--- config.mk ---
export PLATFORM = sky130hd
export DESIGN_NAME = multicycle_control_fsm_flat
export DESIGN_NICKNAME = d
export VERILOG_FILES = /design/src/rtl/multicycle_control_fsm_if.sv /design/src/rtl/multicycle_control_fsm.sv /design/src/flat_wrapper.sv
export SDC_FILE = /design/constraint.sdc
export NUM_CORES = 1
export LEC_CHECK = 0
export CORE_MARGIN = 5
export CORE_UTILIZATION = 32
export DETAILED_ROUTE_END_ITERATION = 6
export GPL_ROUTABILITY_DRIVEN = 0
export PLACE_DENSITY = 0.82
export SETUP_SLACK_MARGIN = 0.4
export SYNTH_ARGS = -nofsm -noshare
export SYNTH_HDL_FRONTEND = slang
export SYNTH_SLANG_ARGS = --single-unit
--- constraint.sdc ---
create_clock -name clk -period 2.4 [get_ports clk]
set_input_delay 0.48 -clock clk [delete_from_list [all_inputs] [get_ports clk]]
set_output_delay 0.48 -clock clk [all_outputs]
set_load 0.03 [all_outputs]
--- src/rtl/multicycle_control_fsm_if.sv ---
// Control bus between the multicycle controller and its datapath.
// The controller side (master) receives the instruction, the ALU zero flag
// and the memory handshake. It drives every datapath enable and mux select,
// plus the sticky illegal flag and the debug state code.
interface multicycle_control_fsm_if;

  // Inputs to the controller
  logic        zero;
  logic [31:0] Instr;
  logic        mem_ready;

  // Datapath enables and strobes
  logic        PCWrite;
  logic        AdrSrc;
  logic        MemWrite;
  logic        IRWrite;
  logic        RegWrite;

  // Mux selects and ALU/immediate decode
  logic [1:0]  ResultSrc;
  logic [1:0]  ALUSrcA;
  logic [1:0]  ALUSrcB;
  logic [1:0]  ImmSrc;
  logic [2:0]  ALUControl;

  // Status
  logic        illegal;
  logic [3:0]  state;

  modport master (
    input  zero,
    input  Instr,
    input  mem_ready,
    output PCWrite,
    output AdrSrc,
    output MemWrite,
    output IRWrite,
    output RegWrite,
    output ResultSrc,
    output ALUSrcA,
    output ALUSrcB,
    output ImmSrc,
    output ALUControl,
    output illegal,
    output state
  );

  modport slave (
    output zero,
    output Instr,
    output mem_ready,
    input  PCWrite,
    input  AdrSrc,
    input  MemWrite,
    input  IRWrite,
    input  RegWrite,
    input  ResultSrc,
    input  ALUSrcA,
    input  ALUSrcB,
    input  ImmSrc,
    input  ALUControl,
    input  illegal,
    input  state
  );

endinterface

--- src/rtl/multicycle_control_fsm.sv ---
// Main controller for a multicycle RISC-V subset (lw, sw, R-type, I-type
// ALU, jal, beq). Moore FSM with registered state. Only a few outputs are not
// pure functions of the state:
//   - IRWrite and PCWrite in FETCH follow mem_ready.
//   - PCWrite in BEQ follows zero.
//   - ALUControl and ImmSrc are also decoded from the instruction.
// Any unsupported opcode parks the machine in TRAP with a sticky illegal
// flag. Only reset leaves TRAP.
module multicycle_control_fsm (
  input logic                       clk,
  input logic                       rst_n,
  multicycle_control_fsm_if.master  bus
);

  // State codes are visible on the debug port, so they are fixed values
  localparam logic [3:0] S_FETCH    = 4'd0;
  localparam logic [3:0] S_DECODE   = 4'd1;
  localparam logic [3:0] S_MEMADR   = 4'd2;
  localparam logic [3:0] S_MEMREAD  = 4'd3;
  localparam logic [3:0] S_MEMWB    = 4'd4;
  localparam logic [3:0] S_MEMWRITE = 4'd5;
  localparam logic [3:0] S_EXECR    = 4'd6;
  localparam logic [3:0] S_ALUWB    = 4'd7;
  localparam logic [3:0] S_EXECI    = 4'd8;
  localparam logic [3:0] S_JAL      = 4'd9;
  localparam logic [3:0] S_BEQ      = 4'd10;
  localparam logic [3:0] S_TRAP     = 4'd11;

  localparam logic [6:0] OP_LW    = 7'b0000011;
  localparam logic [6:0] OP_SW    = 7'b0100011;
  localparam logic [6:0] OP_RTYPE = 7'b0110011;
  localparam logic [6:0] OP_ITYPE = 7'b0010011;
  localparam logic [6:0] OP_JAL   = 7'b1101111;
  localparam logic [6:0] OP_BEQ   = 7'b1100011;

  localparam logic [1:0] ALUOP_ADD   = 2'b00;
  localparam logic [1:0] ALUOP_SUB   = 2'b01;
  localparam logic [1:0] ALUOP_FUNCT = 2'b10;

  logic [3:0] state_q;
  logic [3:0] state_d;
  logic       illegal_q;

  logic [6:0] opcode;
  logic [2:0] funct3;
  logic       funct7_b5;
  logic       op_b5;

  logic       pc_write;
  logic       adr_src;
  logic       mem_write;
  logic       ir_write;
  logic       reg_write;
  logic [1:0] result_src;
  logic [1:0] alu_src_a;
  logic [1:0] alu_src_b;
  logic [1:0] alu_op;
  logic [1:0] imm_src;
  logic [2:0] alu_control;

  // Only the opcode, funct3 and the sub/sra distinguishing bits matter here
  logic       unused_instr_bits;

  assign opcode            = bus.Instr[6:0];
  assign funct3            = bus.Instr[14:12];
  assign funct7_b5         = bus.Instr[30];
  assign op_b5             = bus.Instr[5];
  assign unused_instr_bits = ^{bus.Instr[31], bus.Instr[29:15], bus.Instr[11:7]};

  // State register and sticky illegal flag; reset abandons any instruction
  always_ff @(posedge clk or negedge rst_n) begin
    if (!rst_n) begin
      state_q   <= S_FETCH;
      illegal_q <= 1'b0;
    end else begin
      state_q <= state_d;
      if (state_d == S_TRAP) begin
        illegal_q <= 1'b1;
      end
    end
  end

  // Next-state selection; unused codes fall back to FETCH
  always_comb begin
    state_d = S_FETCH;
    case (state_q)
      S_FETCH:    state_d = bus.mem_ready ? S_DECODE : S_FETCH;
      S_DECODE: begin
        case (opcode)
          OP_LW,
          OP_SW:    state_d = S_MEMADR;
          OP_RTYPE: state_d = S_EXECR;
          OP_ITYPE: state_d = S_EXECI;
          OP_JAL:   state_d = S_JAL;
          OP_BEQ:   state_d = S_BEQ;
          default:  state_d = S_TRAP;
        endcase
      end
      S_MEMADR:   state_d = (opcode == OP_LW) ? S_MEMREAD : S_MEMWRITE;
      S_MEMREAD:  state_d = bus.mem_ready ? S_MEMWB : S_MEMREAD;
      S_MEMWB:    state_d = S_FETCH;
      S_MEMWRITE: state_d = bus.mem_ready ? S_FETCH : S_MEMWRITE;
      S_EXECR:    state_d = S_ALUWB;
      S_EXECI:    state_d = S_ALUWB;
      S_ALUWB:    state_d = S_FETCH;
      S_JAL:      state_d = S_ALUWB;
      S_BEQ:      state_d = S_FETCH;
      S_TRAP:     state_d = S_TRAP;
      default:    state_d = S_FETCH;
    endcase
  end

  // Per-state datapath controls; anything not set stays inactive
  always_comb begin
    pc_write   = 1'b0;
    adr_src    = 1'b0;
    mem_write  = 1'b0;
    ir_write   = 1'b0;
    reg_write  = 1'b0;
    result_src = 2'b00;
    alu_src_a  = 2'b00;
    alu_src_b  = 2'b00;
    alu_op     = ALUOP_ADD;
    case (state_q)
      S_FETCH: begin
        alu_src_b  = 2'b10;
        result_src = 2'b10;
        ir_write   = bus.mem_ready;
        pc_write   = bus.mem_ready;
      end
      S_DECODE: begin
        alu_src_a = 2'b01;
        alu_src_b = 2'b01;
      end
      S_MEMADR: begin
        alu_src_a = 2'b10;
        alu_src_b = 2'b01;
      end
      S_MEMREAD: begin
        adr_src = 1'b1;
      end
      S_MEMWB: begin
        result_src = 2'b01;
        reg_write  = 1'b1;
      end
      S_MEMWRITE: begin
        adr_src   = 1'b1;
        mem_write = 1'b1;
      end
      S_EXECR: begin
        alu_src_a = 2'b10;
        alu_op    = ALUOP_FUNCT;
      end
      S_EXECI: begin
        alu_src_a = 2'b10;
        alu_src_b = 2'b01;
        alu_op    = ALUOP_FUNCT;
      end
      S_ALUWB: begin
        reg_write = 1'b1;
      end
      S_JAL: begin
        alu_src_a = 2'b01;
        alu_src_b = 2'b10;
        pc_write  = 1'b1;
      end
      S_BEQ: begin
        alu_src_a = 2'b10;
        alu_op    = ALUOP_SUB;
        pc_write  = bus.zero;
      end
      default: begin
      end
    endcase
  end

  // ALU operation: add/sub directly, or the funct3/funct7 decode for ALU ops
  always_comb begin
    alu_control = 3'b000;
    case (alu_op)
      ALUOP_SUB:   alu_control = 3'b001;
      ALUOP_FUNCT: begin
        case (funct3)
          3'b000:  alu_control = (op_b5 && funct7_b5) ? 3'b001 : 3'b000;
          3'b010:  alu_control = 3'b101;
          3'b110:  alu_control = 3'b011;
          3'b111:  alu_control = 3'b010;
          default: alu_control = 3'b000;
        endcase
      end
      default:     alu_control = 3'b000;
    endcase
  end

  // Immediate format follows the opcode regardless of state
  always_comb begin
    imm_src = 2'b00;
    case (opcode)
      OP_SW:   imm_src = 2'b01;
      OP_BEQ:  imm_src = 2'b10;
      OP_JAL:  imm_src = 2'b11;
      default: imm_src = 2'b00;
    endcase
  end

  assign bus.PCWrite    = pc_write;
  assign bus.AdrSrc     = adr_src;
  assign bus.MemWrite   = mem_write;
  assign bus.IRWrite    = ir_write;
  assign bus.RegWrite   = reg_write;
  assign bus.ResultSrc  = result_src;
  assign bus.ALUSrcA    = alu_src_a;
  assign bus.ALUSrcB    = alu_src_b;
  assign bus.ImmSrc     = imm_src;
  assign bus.ALUControl = alu_control;
  assign bus.illegal    = illegal_q;
  assign bus.state      = state_q;

endmodule
--- src/flat_wrapper.sv ---
// flat-port wrapper written by rule: the top's interface ports become plain ports
module multicycle_control_fsm_flat 
  (clk, rst_n, bus_zero, bus_Instr, bus_mem_ready, bus_PCWrite, bus_AdrSrc, bus_MemWrite, bus_IRWrite, bus_RegWrite, bus_ResultSrc, bus_ALUSrcA, bus_ALUSrcB, bus_ImmSrc, bus_ALUControl, bus_illegal, bus_state);
  multicycle_control_fsm_if bus_i ();
  input logic clk;
  input logic rst_n;
  input wire logic [$bits(bus_i.zero)-1:0] bus_zero;
  input wire logic [$bits(bus_i.Instr)-1:0] bus_Instr;
  input wire logic [$bits(bus_i.mem_ready)-1:0] bus_mem_ready;
  output wire logic [$bits(bus_i.PCWrite)-1:0] bus_PCWrite;
  output wire logic [$bits(bus_i.AdrSrc)-1:0] bus_AdrSrc;
  output wire logic [$bits(bus_i.MemWrite)-1:0] bus_MemWrite;
  output wire logic [$bits(bus_i.IRWrite)-1:0] bus_IRWrite;
  output wire logic [$bits(bus_i.RegWrite)-1:0] bus_RegWrite;
  output wire logic [$bits(bus_i.ResultSrc)-1:0] bus_ResultSrc;
  output wire logic [$bits(bus_i.ALUSrcA)-1:0] bus_ALUSrcA;
  output wire logic [$bits(bus_i.ALUSrcB)-1:0] bus_ALUSrcB;
  output wire logic [$bits(bus_i.ImmSrc)-1:0] bus_ImmSrc;
  output wire logic [$bits(bus_i.ALUControl)-1:0] bus_ALUControl;
  output wire logic [$bits(bus_i.illegal)-1:0] bus_illegal;
  output wire logic [$bits(bus_i.state)-1:0] bus_state;
  assign bus_i.zero = bus_zero;
  assign bus_i.Instr = bus_Instr;
  assign bus_i.mem_ready = bus_mem_ready;
  assign bus_PCWrite = bus_i.PCWrite;
  assign bus_AdrSrc = bus_i.AdrSrc;
  assign bus_MemWrite = bus_i.MemWrite;
  assign bus_IRWrite = bus_i.IRWrite;
  assign bus_RegWrite = bus_i.RegWrite;
  assign bus_ResultSrc = bus_i.ResultSrc;
  assign bus_ALUSrcA = bus_i.ALUSrcA;
  assign bus_ALUSrcB = bus_i.ALUSrcB;
  assign bus_ImmSrc = bus_i.ImmSrc;
  assign bus_ALUControl = bus_i.ALUControl;
  assign bus_illegal = bus_i.illegal;
  assign bus_state = bus_i.state;
  multicycle_control_fsm u_core (.clk(clk), .rst_n(rst_n), .bus(bus_i));
endmodule
# Word level (Yosys, flattened, before mapping)
# Index checks and enable logic that the tools add are counted.
dict set report word_totals {
  ff_bits 5
  in_bits 36
  output_inout_bits 21
  word_cells 56
}
dict set report classes {
  eq_ne 23
  muxes 19
  n_reduce_logical 12
}
# cell n
set op_table {}
lappend op_table {{case mux 4 bit (7 select lines)} 1}
lappend op_table {{equality test 4 bit, second input constant} 5}
lappend op_table {{case mux 4 bit (5 select lines)} 1}
lappend op_table {{equality test 4 x 3 -> 1 bit, second input constant} 4}
lappend op_table {{case mux 2 bit (2 select lines)} 4}
lappend op_table {{equality test 7 x 6 -> 1 bit, second input constant} 2}
lappend op_table {{equality test 7 bit, second input constant} 2}
lappend op_table {{case mux 3 bit (4 select lines)} 1}
lappend op_table {{OR reduction 2 bit} 6}
lappend op_table {{two-way mux 3 bit} 3}
lappend op_table {{equality test 4 x 2 -> 1 bit, second input constant} 2}
lappend op_table {{equality test 7 x 2 -> 1 bit, second input constant} 1}
lappend op_table {{equality test 7 x 5 -> 1 bit, second input constant} 1}
lappend op_table {{equality test 3 bit, second input constant} 2}
lappend op_table {{two-way mux 1 bit} 6}
lappend op_table {{case mux 2 bit (3 select lines)} 1}
lappend op_table {{case mux 3 bit (2 select lines)} 1}
lappend op_table {{OR reduction 3 bit} 2}
lappend op_table {{equality test 4 x 1 -> 1 bit, second input constant} 1}
lappend op_table {{zero test 4 bit} 1}
lappend op_table {{OR reduction 4 bit} 1}
lappend op_table {{equality test 3 x 2 -> 1 bit, second input constant} 1}
lappend op_table {{zero test 3 bit} 1}
lappend op_table {{case mux 1 bit (3 select lines)} 1}
lappend op_table {{other kinds (3)} 3}

# Longest topological paths before layout
dict set report logic_depth {
  ltp_word 5
  mapped_depth 7
  mapped_depth_nobuf 7
}

# Least setup slack after synthesis
# Ideal clock, no wire load.
dict set report synth_timing {
  path_type {reg2out}
  startpoint {register u_core.state_q[2], in the netlist u_core.bus.state[2]}
  endpoint {output port bus_ALUControl[1]}
  t_arrival_ns 2.284
  required_time_ns 1.920
  slack_ns -0.364
  stages_incl_launch_ff 7
  n_path_buf 1
  path_cell_list {dfrtp_1 clkbuf_1 or2_2 a21oi_1 inv_1 ha_1 nor3_1}
}
dict set report synth_via {
  elab_chain_len 5
  elab_cells_between_ends 8
  classes_between {eq/ne: 5; mux: 2; reduce/logical: 1}
}
# element line
set synth_rtl {}
lappend synth_rtl {{start, declared} multicycle_control_fsm.sv:40} ;# logic [3:0] state_q;
lappend synth_rtl {{start signal, assigned} multicycle_control_fsm.sv:76} ;# state_q <= state_d;
lappend synth_rtl {{equality test 4 x 3 -> 1 bit / equality test 4 bit (equally long branches)} multicycle_control_fsm.sv:124} ;# case (state_q)
lappend synth_rtl {{OR reduction 2 bit (no source line)} n/a}
lappend synth_rtl {{case mux 2 bit (2 select lines) (*)} multicycle_control_fsm.sv:124}
lappend synth_rtl {{equality test 2 bit / equality test 2 x 1 -> 1 bit (equally long branches)} multicycle_control_fsm.sv:180} ;# case (alu_op)
lappend synth_rtl {{case mux 3 bit (2 select lines) (*)} multicycle_control_fsm.sv:180}
lappend synth_rtl {{end, declared} flat_wrapper.sv:19} ;# output wire logic [$bits(bus_i.ALUControl)-1:0] bus_ALUControl;
# Mark *: on every way between the ends. The rest lies on a longest branch, timed or not.

# Worst setup path after layout
dict set report layout_timing {
  startpoint {register u_core.state_q[1], in the netlist u_core.bus.state[1]}
  endpoint {output port bus_ALUControl[0]}
}
# Same word-level chain as after synthesis.

==> results.md <==
* Core area at 2000 sq um
* M1 GR Usage at 17.2%
* Final WS setup at 0.0736 ns
* CP Launch Type: register
* DRT Pass-1 Iters at 4
* Max Slew Vio Count at 0
* Number of global-route vias before repair at 933
* Worst setup path end: bus_ALUControl[0]
* Antenna diodes at 0
* Worst R2R Setup Slack at 0.34 ns
* Drt total wl at 2610 microns
* Fmax at 430 MHz
* Initial antenna violation count at 0
* H-tree depth at 1
* Comb power frac at 82.6%
* Sequential-to-total area share from yosys stat at 18.1%
* Tmin final at 2.33 ns
* RSZ-0062 raised after global routing: true
* Yosys Warn Count at 0
* Required time of the critical path at 1.92 ns
* Max FO, Critical Path at 3
* GRT Max-Usage Layer: met2
* Critical path class: reg2out
* Die area at 3190 sq um
* Depth of the worst register-to-register path at 7
* CTS Hold Bufs at 0
* Footprint of the multi-input gates at 708 sq um
* Asr flop ratio synth at 100%
* Critical path origin: u_core.bus.state[1]$_DFF_PN0_
* Share of total power in the clock network at 5.8%
* Outcome: finished, final reports clean
* Final Util at 69.1%
* Mapped Nets at 131
* Pre-CTS setup slack at 0.0946 ns
* Clock sinks at 5
* DR DRC count at 0
* DR vias at 925
* P&R area growth vs syn at 99.8%
* Cell Rows at 16
* Crit share post-route at 96.9%
* # setup viols final at 0
* TritonCTS Buffers at 3
* Syn Inst Count at 93
* Pwr dens at 1200 nW/um^2
* FF-to-FF Start: u_core.bus.state[3]$_DFF_PN0_
* EDFF count, synth at 0
* Final Skew at 0.00386 ns
* Critical Path AT at 1.85 ns
* Worst-skew pair later-pin latency at 0.24 ns
* Pint at 0.780 mW
* Synthesized flop and latch total at 5
* Die H at 56.5 microns
* PortBufs at 35
* Largest net degree at the start of global routing at 12
* TritonCTS clock tree: built
* M2 GR Usage at 27.9%
* Ratio of cells with drive above 1 in the final layout at 50.7%
* Netlist cell types at 40
* CP Capture Type: output port
* Post-DR vias/cell at 5.35
* Hold/Removal Path Class: in2async
* # Max-Cap Violations at 0
* Prevailing post-synth register cell: dfrtp_1
* Register area at 129 sq um
* Met3 Usage GRT at 1.61%
* Ports at 57
* TNS Setup at 0 ns
* Initial core utilization at 34.6%
* Worst ir drop on vdd at 0.771 mV
* DR iter-0 viols at 32
* Worst r2r dst: u_core.bus.state[2]$_DFF_PN0_
* Switch Pwr at 0.876 mW
* Final #Nets at 185
* FILL cells at 160
* Final-report hold violation count at 0
* DP HPWL at 1810 microns
* First-pass GRT wire length at 3970 microns
* Root Buffer Master: clkbuf_4
* Routed wire per std cell at 15.1 microns
* Sequential share of power at 11.6%
* Slew HR at 78.4%
* Sw Ratio at 52.9%
* Die width at 56.5 microns
* CTS clk-pin slew, worst paths at 0.05 ns
* Global route overflow at 0
* Gr usage total at 14.9%
* Worst-margin pin slew at 0.321 ns
* Post-synthesis area per instance at 7.44 sq um
* Routed Antenna Nets at 0
* Clk buf depth at 2
* Post-Synthesis Cell Area at 692 sq um
* Cell leakage power at 0.620 nW
-- metal layers --
metal / vias up / share of wire, %
met5: - / 0
li1: 446 / -
met4: 0 / 1.3
met1: 426 / 40
met2: 49 / 51
met3: 4 / 7.1
-- power groups by stage --
stage               registers (mW)  clock network [mW]  logic, mW
floorplan                    0.239                   0      0.769
global placement             0.196                   0       1.20
detailed placement           0.199                   0       1.22
CTS                          0.187              0.0989       1.28
global route                 0.196               0.106       1.46
finish                       0.191              0.0962       1.37
-- kinds of logic after synthesis --
kind of cell | after synthesis | share of synthesized area, %
AOI/OAI and AO/OA | 22 | 21.5
xor gates and xnor gates | 3 | 3.80
adders and majority gates | 2 | 3.62
buffers and inverters | 10 | 6.51
DFF | 5 | 18.1
and+or+nand+nor | 51 | 46.5
-- cells in the final DEF (no fill, tap or decap), types with 2 or more instances in the layout --
| cell | instances |
|---|---|
| nor3_1 | 2 |
| inv_1 | 4 |
| a21oi_1 | 5 |
| ha_4 | 2 |
| xnor2_1 | 2 |
| nor2b_1 | 3 |
| and3_1 | 2 |
| dfrtp_1 | 2 |
| nor3_2 | 3 |
| o21ai_1 | 2 |
| nand2b_4 | 4 |
| nor2_1 | 4 |
| clkdlybuf4s50_1 | 9 |
| buf_4 | 24 |
| clkbuf_4 | 3 |
| clkbuf_2 | 2 |
| buf_6 | 7 |
| buf_2 | 2 |
| o21ai_0 | 2 |
| nor2_4 | 2 |
| nor3_4 | 2 |
| dlygate4sd2_1 | 6 |
| nand2b_1 | 2 |
| nand2_1 | 5 |
| dlymetal6s2s_1 | 2 |
| dfrtp_2 | 3 |
| a211oi_2 | 3 |
| clkdlybuf4s15_1 | 2 |
| a31oi_1 | 2 |
| or3_1 | 3 |
-- registers in the layout (all words and copies together), names as in the netlist --
name,count
u_core.bus.state,4
u_core.bus.illegal,1
-- stage by stage --
stage / instances / total power [mW] / instance area [sq um] / hold WS (ns)
after global placement: 159 / 1.40 / 1210 / 0.450
after floorplan: 93 / 1.01 / 810 / 0.184
final: 173 / 1.66 / 1380 / 0.462
after CTS: 171 / 1.57 / 1330 / 0.456
after detailed placement: 159 / 1.42 / 1210 / 0.465
after global routing: 173 / 1.76 / 1380 / 0.482
-- worst min path at each step --
| stage | start | to | slack [ns] | cells past startpoint |
|---|---|---|---|---|
| CTS | rst_n | u_core.bus.illegal$_DFFE_PN0N_ | 0.46 | 1 |
| global route | rst_n | u_core.bus.illegal$_DFFE_PN0N_ | 0.48 | 1 |
| finish | rst_n | u_core.bus.illegal$_DFFE_PN0N_ | 0.46 | 1 |
| floorplan | rst_n | u_core.bus.illegal$_DFFE_PN0N_ | 0.18 | 0 |
| global placement | u_core.bus.illegal$_DFFE_PN0N_ | u_core.bus.illegal$_DFFE_PN0N_ | 0.45 | 1 |
| detailed placement | u_core.bus.illegal$_DFFE_PN0N_ | u_core.bus.illegal$_DFFE_PN0N_ | 0.46 | 1 |
-- critical path, stage by stage (launching register included) --
cell	delay, ns
dfrtp_2	0.42
nand2b_4	0.15
or2_4	0.24
a21oi_4	0.16
ha_4	0.17
nor3b_4	0.18
nor2_2	0.08
nor2_4	0.08
buf_6	0.13
-- cells in the mapped netlist, types with 3 or more instances --
cell type | instances | area [sq um]
dfrtp_1 | 5 | 125
nand2b_1 | 5 | 31.3
nor3_1 | 7 | 35.0
inv_1 | 5 | 18.8
clkbuf_1 | 3 | 11.3
nand2_1 | 7 | 26.3
a211oi_1 | 3 | 22.5
nor2_1 | 7 | 26.3
a21oi_1 | 7 | 35.0
nor2b_1 | 5 | 31.3
or3_1 | 3 | 18.8
-- cell type report --
class                   instances  area share, %
clock buffers                   4           1.90
flip-flops and latches          5           9.32
multi-input cells              78           51.2
well taps                      27           2.44
inverters                       5           1.36
repair buffers                 54           33.8
-- timing repair --
action	CTS	global route
endpoints found under the setup margin	18	14
gates resized for setup	61	35
buffers inserted	8	2
pin swaps	12	5
(Power assumes the default switching activity.)
